===== config.mk =====
export PLATFORM = sky130hd
export DESIGN_NAME = ifetch_ctrl
export DESIGN_NICKNAME = d
export VERILOG_FILES = /design/src/rtl/ifetch_ctrl.sv
export SDC_FILE = /design/constraint.sdc
export NUM_CORES = 1
export LEC_CHECK = 0
export ABC_AREA = 1
export BUFFER_PORTS_ARGS = -buffer_cell sky130_fd_sc_hd__buf_4
export CORE_UTILIZATION = 50
export DETAILED_ROUTE_END_ITERATION = 10
export GPL_TIMING_DRIVEN = 0
export PLACE_DENSITY_LB_ADDON = 0.1
export SETUP_SLACK_MARGIN = 0.3
export SLEW_MARGIN = 20
export SYNTH_ARGS = -nofsm -noshare
export SYNTH_HDL_FRONTEND = slang
export SYNTH_SLANG_ARGS = --single-unit

===== constraint.sdc =====
create_clock -name clk -period 1.9 [get_ports clk]
set_clock_uncertainty 0.2 [all_clocks]
set_input_delay 0 -clock clk [delete_from_list [all_inputs] [get_ports clk]]
set_output_delay 0 -clock clk [all_outputs]
set_load 0.01 [all_outputs]

===== src/rtl/ifetch_ctrl.sv =====
// Instruction-fetch controller: owns the PC, drives the instruction ROM
// address, and loads the IF/ID pipeline register. It handles branch and jump
// redirects, back-end stalls, decode back-pressure and a sticky halt.
module ifetch_ctrl #(
    parameter logic [31:0] RESET_PC = 32'h0000_0000,
    parameter int          CNT_W    = 16
) (
    input  logic             clk,
    input  logic             rst_n,
    input  logic             en,
    input  logic             halt_req,
    input  logic             stall,
    input  logic             br_taken,
    input  logic [31:0]      br_target,
    input  logic             jmp,
    input  logic [25:0]      jmp_index,
    output logic [31:0]      rom_pc,
    input  logic [31:0]      rom_inst,
    output logic [31:0]      id_inst,
    output logic [31:0]      id_pc4,
    output logic             id_valid,
    input  logic             id_ready,
    output logic [1:0]       state,
    output logic [CNT_W-1:0] fetch_cnt
);

    typedef enum logic [1:0] {
        ST_IDLE = 2'b00,
        ST_RUN  = 2'b01,
        ST_HALT = 2'b10
    } state_t;

    state_t           state_r;
    logic [31:0]      pc_r;
    logic [31:0]      id_inst_r;
    logic [31:0]      id_pc4_r;
    logic             id_valid_r;
    logic [CNT_W-1:0] fetch_cnt_r;

    logic [31:0]      pc_plus4_s;
    logic [31:0]      br_addr_s;
    logic             redirect_s;
    logic [31:0]      target_s;
    logic             fetch_s;
    logic             cnt_full_s;

    // Next-PC arithmetic, redirect selection and the fetch condition.
    always_comb begin
        pc_plus4_s = pc_r + 32'd4;
        br_addr_s  = br_target & 32'hFFFF_FFFC;
        cnt_full_s = &fetch_cnt_r;
        redirect_s = 1'b0;
        target_s   = pc_r;
        fetch_s    = 1'b0;
        // Redirects are honoured in every state except HALT; jump wins over branch.
        if (state_r != ST_HALT) begin
            if (jmp) begin
                redirect_s = 1'b1;
                target_s   = {id_pc4_r[31:28], jmp_index, 2'b00};
            end else if (br_taken) begin
                redirect_s = 1'b1;
                target_s   = br_addr_s;
            end else begin
                redirect_s = 1'b0;
                target_s   = pc_r;
            end
        end else begin
            redirect_s = 1'b0;
            target_s   = pc_r;
        end
        // A redirect cancels the fetch in the same cycle.
        if ((state_r == ST_RUN) && en && !halt_req && !stall &&
            (!id_valid_r || id_ready) && !redirect_s) begin
            fetch_s = 1'b1;
        end else begin
            fetch_s = 1'b0;
        end
    end

    // FSM, PC and IF/ID register update.
    always_ff @(posedge clk or negedge rst_n) begin
        if (!rst_n) begin
            state_r     <= ST_IDLE;
            pc_r        <= RESET_PC;
            id_inst_r   <= 32'h0000_0000;
            id_pc4_r    <= 32'h0000_0000;
            id_valid_r  <= 1'b0;
            fetch_cnt_r <= '0;
        end else begin
            case (state_r)
                ST_IDLE: begin
                    if (en) state_r <= ST_RUN;
                    else    state_r <= ST_IDLE;
                end
                ST_RUN: begin
                    if (halt_req) state_r <= ST_HALT;
                    else if (!en) state_r <= ST_IDLE;
                    else          state_r <= ST_RUN;
                end
                ST_HALT: state_r <= ST_HALT;
                default: state_r <= ST_IDLE;
            endcase

            if (redirect_s) begin
                pc_r       <= target_s;
                id_valid_r <= 1'b0;
            end else if (fetch_s) begin
                pc_r        <= pc_plus4_s;
                id_inst_r   <= rom_inst;
                id_pc4_r    <= pc_plus4_s;
                id_valid_r  <= 1'b1;
                if (!cnt_full_s) fetch_cnt_r <= fetch_cnt_r + CNT_W'(1);
                else             fetch_cnt_r <= fetch_cnt_r;
            end else if (id_valid_r && id_ready) begin
                // Decode consumed the word and nothing replaces it.
                id_valid_r <= 1'b0;
            end else begin
                id_valid_r <= id_valid_r;
            end
        end
    end

    assign rom_pc    = pc_r;
    assign id_inst   = id_inst_r;
    assign id_pc4    = id_pc4_r;
    assign id_valid  = id_valid_r;
    assign state     = state_r;
    assign fetch_cnt = fetch_cnt_r;

endmodule


==> Word level (Yosys, flattened, before mapping) <==
Cells that the tools add are included.
{ "op_classes": {"mux": 15, "reduce_logical": 18, "eq_ne": 5, "bitwise_logic": 2, "add_sub_neg": 2} }
{ "ops": {"columns": ["op", "count"], "rows": [
  ["32-bit two-way mux", 5],
  ["32-bit by 3-bit adder with 32-bit output (second input constant)", 1],
  ["16-bit by 1-bit adder with 16-bit output (second input constant)", 1],
  ["16-bit AND reduction", 1],
  ["1-bit two-way mux", 8],
  ["1-bit logical AND", 6],
  ["2-bit one-hot mux with 3 select lines", 1],
  ["3-bit AND reduction", 2],
  ["1-bit logical NOT", 4],
  ["3-bit != test (second input constant)", 1],
  ["3-bit nonzero test", 1],
  ["2-bit by 1-bit equality test with 1-bit output (second input constant)", 1],
  ["2-bit equality test (second input constant)", 1],
  ["2-bit logical NOT", 1],
  ["2-bit two-way mux", 1],
  ["2-bit by 1-bit != test with 1-bit output (second input constant)", 1],
  ["2-bit != test (second input constant)", 1],
  ["1-bit NOT", 2],
  ["2-bit AND reduction", 1],
  ["2-bit nonzero test", 1],
  ["1-bit logical OR", 1]
]} }
{ "word_totals": {"reg_bits": 115, "wordCells": 48, "output_inout_bits": 115} }

==> Depth between registers and ports, before layout <==
{ "depth": {"ltp_word": 9, "ltp_mapped": 10} }

==> Worst setup path after synthesis <==
OpenSTA, ideal clock, no wires.
{ "synth_path": {"path_kind": "register to register", "from": "register pc_r[2], in the netlist rom_pc[2]", "to": "register id_pc4_r[26], in the netlist id_pc4[26]", "t_required_ns": 1.582, "stages_incl_launch_ff": 11, "arrival_ns": 1.447, "slack_ns": 0.136, "setup_ns": 0.118, "synth_period_minus_slack_ns": 1.764, "cell_sequence": "dfrtp_1 -> ha_1 -> nand2_1 -> nor2_1 -> nand2_1 -> nor2_1 -> nand3_1 -> nand2_1 -> inv_1 -> nand2_1 -> nand2_1"} }
{ "synth_between": {"elab_chain_len": 1} }
{ "synth_lines": {"columns": ["element", "line", "text"], "rows": [
  ["start: declaration", "34", "logic [31:0] pc_r;"],
  ["start signal: assignment", "105", "pc_r <= target_s;"],
  ["start signal: assignment", "108", "pc_r <= pc_plus4_s;"],
  ["32-bit by 3-bit adder with 32-bit output", "49", "pc_plus4_s = pc_r + 32'd4;"],
  ["end signal: assignment", "110", "id_pc4_r <= pc_plus4_s;"],
  ["end: declaration", "36", "logic [31:0] id_pc4_r;"]
]} }
Every way passes these cells.
A chain may end at the register's enable or synchronous reset.

==> Worst setup path after layout <==
{ "layout_path": {"from": "register pc_r[4], in the netlist rom_pc[4]", "to": "register id_pc4_r[17], in the netlist id_pc4[17]"} }
The elaborated chain is that of the path after synthesis.

==> flow_metrics.tcl <==
set metrics [dict create \
    min_period_ns 1.93 \
    crit_start "rom_pc[4]$_DFFE_PN0P_" \
    violations "hold timing, setup timing" \
    drt-initial-drc-count 772 \
    antenna_left 0 \
    syn_area_mm2 0.00592 \
    wl_per_cell_um 17.9 \
    ir_worst_vdd_mv 0.783 \
    crit_arrival_ns 2.03 \
    multiInputGateArea_mm2 0.00307 \
    num-fill-cells 577 \
    gr-total-overflow 0 \
    rsz0062_at_grt "yes" \
    grt_pass1_vias 6995 \
    grt_use_total 0.352 \
    setup_tns_ns -0.0738 \
    layout_common_cells "nand2_1 (333), buf_4 (232), dfrtp_1 (97)" \
    setup_viol 5 \
    antenna_found_initial 1 \
    coreArea_mm2 0.0115 \
    p_per_area_mw_per_mm2 1120 \
    ctsHoldBuffers 94 \
    reg2reg_depth 8 \
    grt_pass1_wl_um 34500 \
    min_period_over_period 1.02 \
    clk_latency_ns 0.36 \
    firstDrtPassIters 5 \
    grt_max_degree 112 \
    path_max_fanout 6 \
    die_w_um 111 \
    max_cap_viol_count 0 \
    seqCellArea_mm2 0.00280 \
    seq_area_frac_synth 0.469 \
    hold_class "input port to register" \
    timing.final.ws_setup_ns -0.0320 \
    min_from "halt_req" \
    die_h_um 111 \
    dp_slack_ns -0.108 \
    finalHoldViolCount 3 \
    postSynthCellCount 836 \
    vias 7286 \
    htreeDepth 3 \
    critPathLaunchType "register" \
    layout_commonest_cell "nand2_1" \
    row_count 39 \
    wl_um 24000 \
    cts_tree "built" \
    clkTransAtPathRegs_ns 0.08 \
    timing.fmax_mhz 518 \
    drive_gt1_frac 0.331 \
    io_pins 213 \
    max_slew.worst_pin.slew_ns 0.906 \
    critPathKind "register to register" \
    synth.avg_cell_area_um2 7.09 \
    cts_buffers 9 \
    start_util 0.517 \
    gp_congestion 0.902 \
    drc 0 \
    die_area_mm2 0.0123 \
    p_leak_nw 5.43 \
    whs_ns -0.267 \
    setup.worst_path.end_class "register" \
    worst_r2r_startpoint "rom_pc[4]$_DFFE_PN0P_" \
    hpwlAfterDp_um 12300 \
    viasPerCell 5.45 \
    port_buffers 205 \
    yosys_warnings 0 \
    ys_ff_latch 111 \
    syn_to_final_growth_pct 69.7 \
    max_slew_margin 0.396 \
    slew_viol_final 0 \
    cts.path.max_buffers 2 \
    crit_required_ns 1.99 \
    hold_path_depth 4 \
    yosysUniqueCellTypes 26 \
    layout.nets 1290 \
    cts_root_buffer "clkbuf_16" \
    clock_sinks 111 \
    status "complete, but fails checks" \
]
-- layout make-up --
| cell class | count | area share |
|---|---|---|
| repair buffers | 339 | 0.299 |
| clock inverters | 5 | 0.00572 |
| plain buffers | 33 | 0.0351 |
| flip-flops and latches | 111 | 0.278 |
| multi-input cells | 604 | 0.305 |
| repair inverters | 1 | 0.000871 |
| clock buffers | 10 | 0.0228 |
| well taps | 143 | 0.0178 |
| inverters | 91 | 0.0357 |
| diodes | 1 | 0.000249 |
-- Yosys cell counts --
| master | count | area share |
|---|---|---|
| nand2_1 | 378 | 0.24 |
| dfrtp_1 | 111 | 0.47 |
| inv_1 | 87 | 0.055 |
| nand3_1 | 71 | 0.060 |
| nor2_1 | 56 | 0.035 |
| o21ai_0 | 42 | 0.035 |
| clkbuf_1 | 16 | 0.010 |
| xnor2_1 | 14 | 0.021 |
| buf_2 | 13 | 0.011 |
| o211ai_1 | 11 | 0.014 |
| xor2_1 | 10 | 0.015 |
| buf_4 | 5 | 0.0063 |
| inv_2 | 4 | 0.0025 |
| nand4_1 | 3 | 0.0032 |
| ha_1 | 2 | 0.0042 |
| nor3_1 | 2 | 0.0017 |
| o21bai_1 | 2 | 0.0025 |
| a21oi_1 | 1 | 0.00084 |
| conb_1 | 1 | 0.00063 |
| nand2_4 | 1 | 0.0019 |
| nand3_2 | 1 | 0.0017 |
| nand3b_1 | 1 | 0.0013 |
| nor2_8 | 1 | 0.0034 |
| nor3_2 | 1 | 0.0017 |
| o22ai_2 | 1 | 0.0021 |
| or2_2 | 1 | 0.0011 |
-- repair_timing --
item	CTS	global route
setup buffers	24	8
pin swaps	18	19
hold endpoints to repair	176	3
resized for setup	86	106
setup endpoints to repair	109	111
gates cloned	4	8
-- sequential cells by signal, indices dropped and copies added (netlist names) --
signal / flops
fetch_cnt: 16
id_inst: 32
state: 2
id_valid: 1
id_pc4: 30
rom_pc: 30
-- cells by family after synthesis --
group,Yosys count,share of synthesized area
compound gates,57,0.0549
xor+xnor,24,0.0355
fa+ha+maj,2,0.00422
buf+inv,125,0.0851
flops,111,0.469
other cells,1,0.000633
simple gates,516,0.351
-- critical path, cell delays in order (launching register included) --
cell     delay (ns)
dfrtp_2        0.43
nand2_1        0.16
nor2_4         0.16
nand2_2        0.15
buf_4          0.18
nor2_1         0.17
xor2_1         0.24
nand2_1        0.11
nand2_1        0.07
-- routing by layer --
layer  part of all wire  vias up  global-route usage
met2               0.50      483               0.620
met5                  0        -                   0
met4              0.052        0               0.169
met3              0.079      119              0.0525
met1               0.37     3408               0.421
li1                   -     3276                   -
-- final timing paths --
kind | end | slack, ns
min in group asynchronous | id_inst[22]$_DFFE_PN0P_ | 0.11
worst min-delay path | state[0]$_DFF_PN0_ | -0.27
worst max register to register | id_pc4[17]$_DFFE_PN0P_ | -0.03
worst max-delay path | id_pc4[17]$_DFFE_PN0P_ | -0.03
max in group asynchronous | rom_pc[14]$_DFFE_PN0P_ | 0.70
worst min register to register | id_inst[5]$_DFFE_PN0P_ | 0.28
-- metrics by stage --
step | total power, mW | hold slack (ns) | util | std cells | area (µm²)
after global routing | 11.8 | -0.242 | 0.877 | 1338 | 10100
after detailed placement | 8.01 | 0.00625 | 0.673 | 1187 | 7720
after CTS | 10.6 | -0.165 | 0.829 | 1324 | 9510
final | 11.3 | -0.267 | 0.877 | 1338 | 10100
after floorplan | 5.90 | -0.496 | - | 839 | 6000
after global placement | 7.89 | -0.000692 | 0.673 | 1187 | 7710
-- power breakdown --
part	total (mW)	leakage (nW)	internal [mW]	switching [mW]
clock network	1.96	0.143	1.02	0.932
registers	4.18	1.42	3.22	0.963
logic	5.16	3.87	2.49	2.67
total	11.3	5.43	6.73	4.57
(Power assumes the default switching activity.)
